`config.mk`:
```
export PLATFORM = sky130hd
export DESIGN_NAME = decoder_rr_arbiter
export DESIGN_NICKNAME = d
export VERILOG_FILES = /design/src/rtl/decoder_rr_arbiter.sv
export SDC_FILE = /design/constraint.sdc
export NUM_CORES = 1
export LEC_CHECK = 0
export ABC_AREA = 0
export BUFFER_PORTS_ARGS = -buffer_cell sky130_fd_sc_hd__buf_4
export CAP_MARGIN = 25
export CORE_MARGIN = 2
export CORE_UTILIZATION = 55
export CTS_CLUSTER_SIZE = 40
export DETAILED_ROUTE_END_ITERATION = 8
export PLACE_DENSITY = 0.83
export SKIP_CTS_REPAIR_TIMING = 1
export SKIP_LAST_GASP = 1
export SYNTH_ARGS = -nofsm -noshare
export SYNTH_HDL_FRONTEND = slang
export SYNTH_SLANG_ARGS = --single-unit
```
`constraint.sdc`:
```
create_clock -name clk -period 4.35 [get_ports clk]
set_input_delay 0.87 -clock clk [delete_from_list [all_inputs] [get_ports clk]]
set_output_delay 0.87 -clock clk [all_outputs]
set_load 0.02 [all_outputs]
```
`src/rtl/decoder_rr_arbiter.sv`:
```
// Round-robin arbiter that drives a 3-to-8 decoder select ({A,B,C}) and enable (en).
// Optional grant time limit: define DEC_ARB_QUANTUM_EN to cap each grant at QUANTUM cycles.
module decoder_rr_arbiter #(
  parameter int QUANTUM = 16
) (
  input  logic       clk,
  input  logic       rst_n,
  input  logic [7:0] req,
  input  logic       done,
  output logic       A,
  output logic       B,
  output logic       C,
  output logic       en,
  output logic       busy
);

  typedef enum logic [1:0] {
    IDLE   = 2'd0,
    ACTIVE = 2'd1,
    GAP    = 2'd2
  } state_t;

  if (QUANTUM < 1 || QUANTUM > 255) begin : g_bad_quantum
    $error("decoder_rr_arbiter: QUANTUM must be in 1..255");
  end

  state_t     state_q, state_d;
  logic [2:0] sel_q, sel_d;
  logic [2:0] ptr_q, ptr_d;
  logic       en_q, en_d;
  logic       busy_q, busy_d;
  logic [2:0] winner;
  logic       quantum_hit;

`ifdef DEC_ARB_QUANTUM_EN
  logic [7:0] cnt_q, cnt_d;

  // cnt_q counts completed ACTIVE cycles of the current grant, so this is the last one.
  assign quantum_hit = (cnt_q >= 8'(QUANTUM - 1));
`else
  assign quantum_hit = 1'b0;
`endif

  // First set request at or after ptr, wrapping 7 -> 0.
  always_comb begin
    logic found;
    logic [2:0] idx;
    winner = ptr_q;
    found  = 1'b0;
    idx    = ptr_q;
    for (int k = 0; k < 8; k++) begin
      idx = ptr_q + 3'(k);
      if (!found && req[idx]) begin
        winner = idx;
        found  = 1'b1;
      end
    end
  end

  always_comb begin
    state_d = state_q;
    sel_d   = sel_q;
    ptr_d   = ptr_q;
    en_d    = en_q;
    busy_d  = busy_q;
`ifdef DEC_ARB_QUANTUM_EN
    cnt_d   = cnt_q;
`endif
    case (state_q)
      ACTIVE: begin
`ifdef DEC_ARB_QUANTUM_EN
        cnt_d = cnt_q + 8'd1;
`endif
        if (done || !req[sel_q] || quantum_hit) begin
          state_d = GAP;
          en_d    = 1'b0;
          busy_d  = 1'b1;
        end
      end
      default: begin
        // Select only moves here, while en is low.
        if (req != 8'd0) begin
          state_d = ACTIVE;
          sel_d   = winner;
          ptr_d   = winner + 3'd1;
          en_d    = 1'b1;
          busy_d  = 1'b1;
`ifdef DEC_ARB_QUANTUM_EN
          cnt_d   = 8'd0;
`endif
        end else begin
          state_d = IDLE;
          en_d    = 1'b0;
          busy_d  = 1'b0;
        end
      end
    endcase
  end

  always_ff @(posedge clk or negedge rst_n) begin
    if (!rst_n) begin
      state_q <= IDLE;
      sel_q   <= 3'd0;
      ptr_q   <= 3'd0;
      en_q    <= 1'b0;
      busy_q  <= 1'b0;
`ifdef DEC_ARB_QUANTUM_EN
      cnt_q   <= 8'd0;
`endif
    end else begin
      state_q <= state_d;
      sel_q   <= sel_d;
      ptr_q   <= ptr_d;
      en_q    <= en_d;
      busy_q  <= busy_d;
`ifdef DEC_ARB_QUANTUM_EN
      cnt_q   <= cnt_d;
`endif
    end
  end

  assign A    = sel_q[2];
  assign B    = sel_q[1];
  assign C    = sel_q[0];
  assign en   = en_q;
  assign busy = busy_q;

endmodule

```
==> flow_metrics.tcl, run 1 <==
set metrics [dict create \
    start_util_pct 58.08 \
    reg2reg_depth 12 \
    finalWirelength_mm 3.319 \
    syn-num-nets 154 \
    drv_slew 0 \
    synthFlopType "dfrtp_1" \
    netlist_area_sq_mm 0.001439 \
    critPathKind "flop to flop" \
    first_iter_violations 37 \
    cts.sinks 9 \
    maxSlewHeadroom_pct 59.11 \
    drt-pass1-iter-count 4 \
    dieHeight_um 55.15 \
    synth_cell_types 60 \
    skew_ns 0.003789 \
    numCtsBuffers 3 \
    ys_seq_area_share_pct 15.65 \
    clock.fmax_ghz 0.2698 \
    dp_hpwl_mm 2.584 \
    async_flop_share_pct 100.0 \
    core_area_sq_mm 0.002477 \
    drive_gt1_share_pct 29.49 \
    clock_path_buffers 2 \
    ant_nets 0 \
    critPathCaptureType "flop" \
    synthToLayoutAreaGrowth_pct 10.96 \
    setup_violations 0 \
    synth_seq_cells 9 \
    rrSetupSlack_ns 0.64 \
    wire_per_inst_um 17.84 \
    portBuffers 15 \
    clkTransAtPathRegs_ns 0.06 \
    rsz0062_at_grt "no" \
    r2r_start "ptr_q[0]$_DFFE_PN0P_" \
    tritoncts "yes" \
    crit_end "ptr_q[1]$_DFFE_PN0P_" \
    min_path_type "primary input to async pin" \
    ios 16 \
    synth_cells 140 \
    dieArea_sq_mm 0.003042 \
    worst-endpoint-required_ns 4.51 \
    min_period_ns 3.706 \
    antenna_found_initial 0 \
    diodes 0 \
    rows 18 \
    reg2reg_to "ptr_q[1]$_DFFE_PN0P_" \
    setup_tns_ns 0 \
    final_util_pct 64.44 \
    grtUsageTotal_pct 26.04 \
    synth.yosys.warnings 0 \
    drv_cap 0 \
    startpoint "ptr_q[0]$_DFFE_PN0P_" \
    final_hold_viol_count 0 \
    cts_root_buf "clkbuf_4" \
    worstPathMaxFanout 15 \
    die_x_um 55.15 \
    period_share_pct 85.19 \
    worstPathArrival_ns 3.87 \
    syn_area_per_cell_sq_um 10.28 \
    grt_pass1_vias 1173 \
    drt-vias-per-instance 6.774 \
    grt_max_degree 16 \
    layout_commonest_cell "buf_4" \
    nets 171 \
    gp_congestion 0.8683 \
    critPathLaunchType "flop" \
    via_count 1260 \
    worst_pin_slew_ns 0.6133 \
    htreeDepth 1 \
    grt_overflow 0 \
    grt_pass1_wl_mm 5.499 \
    drcViolationCount 0 \
    synth_enable_flop_cells 0 \
    clock_latency_ns 0.27 \
    final_cell_mix "buf_4, nand2_1, dfrtp_1" \
    status "completed" \
]
[cell families after synthesis]
logic type | after synthesis | synth area share (%)
DFF | 9 | 15.65
adders and majority gates | 3 | 2.609
and+or+nand+nor | 49 | 19.13
buffers and inverters | 12 | 4.434
muxes | 27 | 32.70
xor gates and xnor gates | 7 | 4.783
AOI/OAI and AO/OA | 33 | 20.70
[layout make-up]
type                    instances  area (sq um)
clock buffers                   4         26.28
fillers                       200         880.8
inverters                       6         22.52
multi-input cells             119          1150
flip-flops and latches          9         225.2
well taps                      30         37.54
repair buffers                 18         135.1
[per-stage QoR]
stage	instances	hold WS [ns]	instance area, sq um	setup slack (ns)
CTS	186	0.3995	1597	0.6739
global placement	182	0.4742	1570	0.8453
floorplan	140	0.5744	1439	0.8843
detailed placement	182	0.4905	1570	0.6769
finish	186	0.4044	1597	0.6441
global route	186	0.3978	1597	0.3911
[cells in the mapped netlist, types with 3 or more instances]
library cell,n,area share (%)
mux4_1,7,13
and2_1,4,1.7
inv_1,5,1.3
nor2_1,7,1.8
nand3_1,3,1.0
nand2_1,15,3.9
mux2_2,4,3.1
xnor2_1,5,3.0
mux4_2,5,7.8
ha_1,3,2.6
buf_2,3,1.0
mux2i_1,8,5.6
a21oi_1,3,1.0
dfrtp_1,9,16
or3_1,3,1.3
[state kept, by name, summed over array words and instances (netlist names)]
signal	flops
busy	1
ptr_q	3
sel_q	3
state_q	2
[worst min-delay path by stage]
stage / start / end / cells past startpoint
final: rst_n / ptr_q[1]$_DFFE_PN0P_ / 1
after global routing: rst_n / ptr_q[2]$_DFFE_PN0P_ / 1
after CTS: rst_n / state_q[1]$_DFFE_PN0P_ / 1
after detailed placement: busy$_DFFE_PN0P_ / busy$_DFFE_PN0P_ / 1
after global placement: busy$_DFFE_PN0P_ / busy$_DFFE_PN0P_ / 1
after floorplan: rst_n / busy$_DFFE_PN0P_ / 0
[routing by layer]
layer / up-vias / track usage [%] / part of all wire, %
met5: - / 0 / 0
met1: 607 / 33.73 / 42
met4: 0 / 6.098 / 0.90
li1: 592 / - / -
met2: 56 / 44.05 / 51
met3: 5 / 6.183 / 5.7
[worst max-delay path: stages, from the launching register on]
cell       delay [ns]
dfrtp_1          0.36
clkinv_1         0.09
ha_1             0.61
mux4_1           0.66
mux2i_1          0.29
or3_1            0.16
o31ai_1          0.11
o2111ai_1        0.25
o211ai_1         0.13
o21a_1           0.19
mux2i_1          0.22
ha_1             0.27
mux2_2           0.25
Power of run 1 is not shown: default switching activity piles up to over one toggle a cycle in this logic, so the estimate is an artifact.
==> inputs of run 2 (changes only) <==
Clock period 4.35 ns to 4 ns, I/O delays scaled along.
==> flow_metrics.tcl, run 2 (synthesis gave the netlist of run 1 again) <==
set metrics [dict create \
    grtUsageTotal_pct 25.97 \
    rows 18 \
    drt-vias-per-instance 6.790 \
    min_path_type "primary input to async pin" \
    setup_tns_ns 0 \
    clock_latency_ns 0.26 \
    grt_pass1_vias 1183 \
    min_period_ns 3.750 \
    layout_commonest_cell "buf_4" \
    slowest_stage "mux4_1" \
    first_iter_violations 43 \
    via_count 1263 \
    gp_congestion 0.9525 \
    critPathCaptureType "flop" \
    setup_violations 0 \
    slowest_delay_ns 0.64 \
    worst-path-buf-inv 1 \
    cts.sinks 9 \
    drive_gt1_share_pct 29.49 \
    drv_slew 0 \
    critPathLaunchType "flop" \
    final_cell_mix "buf_4, nand2_1, dfrtp_1" \
    fill_cells 199 \
    antenna_found_initial 0 \
    rrSetupSlack_ns 0.25 \
    dieHeight_um 55.15 \
    wire_per_inst_um 18.52 \
    reg2reg_depth 12 \
    worst_slack_ns 0.2498 \
    ant_nets 0 \
    portBuffers 15 \
    worstPathMaxFanout 9 \
    drt-pass1-iter-count 4 \
    nets 171 \
    clock.fmax_ghz 0.2667 \
    status "completed" \
    worstPathArrival_ns 3.90 \
    grt_overflow 0 \
    core_area_sq_mm 0.002477 \
    final_hold_viol_count 0 \
    dp_slack_ns 0.2945 \
    diodes 0 \
    die_x_um 55.15 \
    grt_max_degree 15 \
    clock_path_buffers 2 \
    start_util_pct 58.08 \
    finalWirelength_mm 3.444 \
    register_area_sq_um 225.2 \
    ios 16 \
    crit_family "multiplexers" \
    period_share_pct 93.75 \
    skew_ns 0.002159 \
    critPathKind "flop to flop" \
    htreeDepth 1 \
    dp_hpwl_mm 2.633 \
    clkTransAtPathRegs_ns 0.06 \
    r2r_start "ptr_q[0]$_DFFE_PN0P_" \
    multi_input_area_sq_mm 0.001150 \
    drcViolationCount 0 \
    cts_root_buf "clkbuf_4" \
    drv_cap 0 \
    worst_pin_slew_ns 0.6029 \
    worst-endpoint-required_ns 4.15 \
    maxSlewHeadroom_pct 59.80 \
    reg2reg_to "ptr_q[1]$_DFFE_PN0P_" \
    crit_chain "clkinv_1 -> ha_1 -> mux4_1 -> mux2i_1 -> or3_1 -> o31ai_1 -> o2111ai_1 -> o211ai_1 -> o21a_1 -> mux2i_1 -> ha_1 -> mux2_2" \
    numCtsBuffers 3 \
    rsz0062_at_grt "no" \
    grt_pass1_wl_mm 5.520 \
    top_regs "ptr_q (3), sel_q (3), state_q (2)" \
    synthToLayoutAreaGrowth_pct 10.96 \
    tritoncts "yes" \
    dieArea_sq_mm 0.003042 \
]
[run 2: cell counts in the layout (fill, tap and decap cells not counted)]
Identical to the previous run, type by type.
[run 2: worst max path at each step]
stage,start,to,slack (ns),cells after the start
floorplan,ptr_q[0]$_DFFE_PN0P_,ptr_q[1]$_DFFE_PN0P_,0.53,14
finish,ptr_q[0]$_DFFE_PN0P_,ptr_q[1]$_DFFE_PN0P_,0.25,12
global route,ptr_q[0]$_DFFE_PN0P_,ptr_q[1]$_DFFE_PN0P_,0.04,12
global placement,ptr_q[0]$_DFFE_PN0P_,ptr_q[1]$_DFFE_PN0P_,0.41,12
detailed placement,ptr_q[0]$_DFFE_PN0P_,ptr_q[1]$_DFFE_PN0P_,0.29,12
CTS,ptr_q[0]$_DFFE_PN0P_,ptr_q[1]$_DFFE_PN0P_,0.29,12
[run 2: per-stage QoR]
step / instances / hold slack, ns / util (%) / area, sq um
2_1_floorplan: 140 / 0.5044 / - / 1439
3_3_place_gp: 182 / 0.4739 / 63.38 / 1570
3_5_place_dp: 182 / 0.4909 / 63.38 / 1570
4_1_cts: 186 / 0.3441 / 64.44 / 1597
5_1_grt: 186 / 0.3422 / 64.44 / 1597
6_report: 186 / 0.3428 / 64.44 / 1597
[run 2: cell type report]
type | instances | share of cell area, %
multi-input combinational | 119 | 72.02
sequential | 9 | 14.11
timing repair buffer | 18 | 8.464
tap | 30 | 2.351
clock buffer | 4 | 1.646
inverter | 6 | 1.411
[run 2: per-layer routing]
metal	track usage (%)	wire length, um	share of wire (%)	vias to the layer above
met4	9.350	61	1.8	0
met5	0	0	0	-
met1	35.22	1490	43	616
met3	2.151	140	4.1	9
met2	43.45	1751	51	51
li1	-	-	-	587
Power of run 2 is left out for the same reason.
==> inputs of run 3 (changes only) <==
Settings changed: CORE_UTILIZATION 55 to 59, GPL_TIMING_DRIVEN set to 0, PLACE_DENSITY 0.83 to 0.87.
==> flow_metrics.tcl, run 3 (synthesis gave the netlist of run 1 again) <==
set metrics [dict create \
    ios 16 \
    nets 174 \
    ant_nets 0 \
    die_x_um 53.39 \
    skew_ns 0.004236 \
    drv_cap 0 \
    numCtsBuffers 3 \
    rsz0062_at_grt "no" \
    critPathLaunchType "flop" \
    grtUsageTotal_pct 27.08 \
    grt_pass1_wl_mm 5.554 \
    worstPathArrival_ns 3.94 \
    finalWirelength_mm 3.245 \
    cts_root_buf "clkbuf_4" \
    cts.sinks 9 \
    core_area_sq_mm 0.002255 \
    wire_per_inst_um 17.35 \
    final_hold_viol_count 0 \
    synthToLayoutAreaGrowth_pct 13.65 \
    start_util_pct 63.82 \
    htreeDepth 1 \
    dieHeight_um 53.39 \
    min_path_type "primary input to async pin" \
    status "completed" \
    clock_path_buffers 2 \
    setup_violations 0 \
    diodes 0 \
    drt-pass1-iter-count 4 \
    r2r_start "ptr_q[0]$_DFFE_PN0P_" \
    dp_slack_ns 0.01439 \
    dp_hpwl_mm 2.621 \
    drt-vias-per-instance 6.775 \
    grt_max_degree 11 \
    maxSlewHeadroom_pct 63.69 \
    final_cell_mix "nand2_1, buf_4, dfrtp_1" \
    top_regs "ptr_q (3), sel_q (3), state_q (2)" \
    clock_latency_ns 0.26 \
    antenna_found_initial 0 \
    worst_pin_slew_ns 0.5446 \
    critPathCaptureType "flop" \
    worst-endpoint-required_ns 4.15 \
    via_count 1267 \
    fill_cells 152 \
    drcViolationCount 0 \
    min_period_ns 3.791 \
    grt_pass1_vias 1216 \
    tritoncts "yes" \
    drive_gt1_share_pct 33.33 \
    clkTransAtPathRegs_ns 0.06 \
    startpoint "ptr_q[0]$_DFFE_PN0P_" \
    gp_congestion 0.9206 \
    clock.fmax_ghz 0.2638 \
    first_iter_violations 29 \
    worst_slack_ns 0.2093 \
    portBuffers 15 \
    worstPathMaxFanout 10 \
    drv_slew 0 \
    rows 17 \
    grt_overflow 0 \
    dieArea_sq_mm 0.002850 \
    critPathKind "flop to flop" \
    period_share_pct 94.77 \
]
run 3: changes by cell type in the layout (fill, tap and decap cells not counted), sizes merged:
| cell | before | now |
|---|---|---|
| clkbuf | 4 | 5 |
| clkinvlp | 0 | 1 |
| clkinv | 1 | 0 |
| buf | 18 | 20 |
run 3: per-layer routing:
layer | track usage (%) | share of wire (%)
met5 | 0 | 0
met4 | 8.120 | 1.5
met3 | 4.802 | 4.0
met2 | 43.62 | 50
met1 | 36.89 | 44
run 3: path summary, 6_finish.rpt:
check | endpoint | slack [ns] | depth (start not counted)
max | ptr_q[1]$_DFFE_PN0P_ | 0.21 | 14
min | state_q[0]$_DFFE_PN0P_ | 0.34 | 1
max reg2reg | ptr_q[1]$_DFFE_PN0P_ | 0.21 | 14
min reg2reg | busy$_DFFE_PN0P_ | 0.51 | 1
max in group asynchronous | ptr_q[0]$_DFFE_PN0P_ | 3.51 | 1
min in group clk | busy$_DFFE_PN0P_ | 0.51 | 1
run 3: area by class of cell:
cell class	instances	area, sq um	area share (%)
inverter	6	26.28	1.607
timing repair buffer	15	112.6	6.886
buffer	6	41.29	2.525
clock buffer	4	26.28	1.607
sequential	9	226.5	13.85
multi-input combinational	119	1167	71.38
tap	28	35.03	2.142
run 3: metrics by stage:
step                util (%)  instances  hold slack (ns)  instance area (sq um)  setup TNS, ns
floorplan                  -        140           0.5044                   1439              0
global placement       70.37        183           0.4741                   1587              0
detailed placement     70.37        183           0.5055                   1587              0
CTS                    71.53        187           0.3462                   1613      -0.004260
global route           72.53        187           0.3439                   1635              0
finish                 72.53        187           0.3421                   1635              0
run 3: worst max-delay path, stage by stage (launching register included):
cell and delay, ns:
dfrtp_2 0.44, buf_6 0.18, clkinvlp_4 0.18, ha_1 0.34, buf_6 0.12, mux4_1 0.60
mux2_4 0.33, nor2_2 0.13, nand3_1 0.13, nor3_4 0.19, o21ai_1 0.15, nand3_1 0.14
xnor2_1 0.19, ha_1 0.28, mux2_2 0.26
Power of run 3 is left out for the same reason.
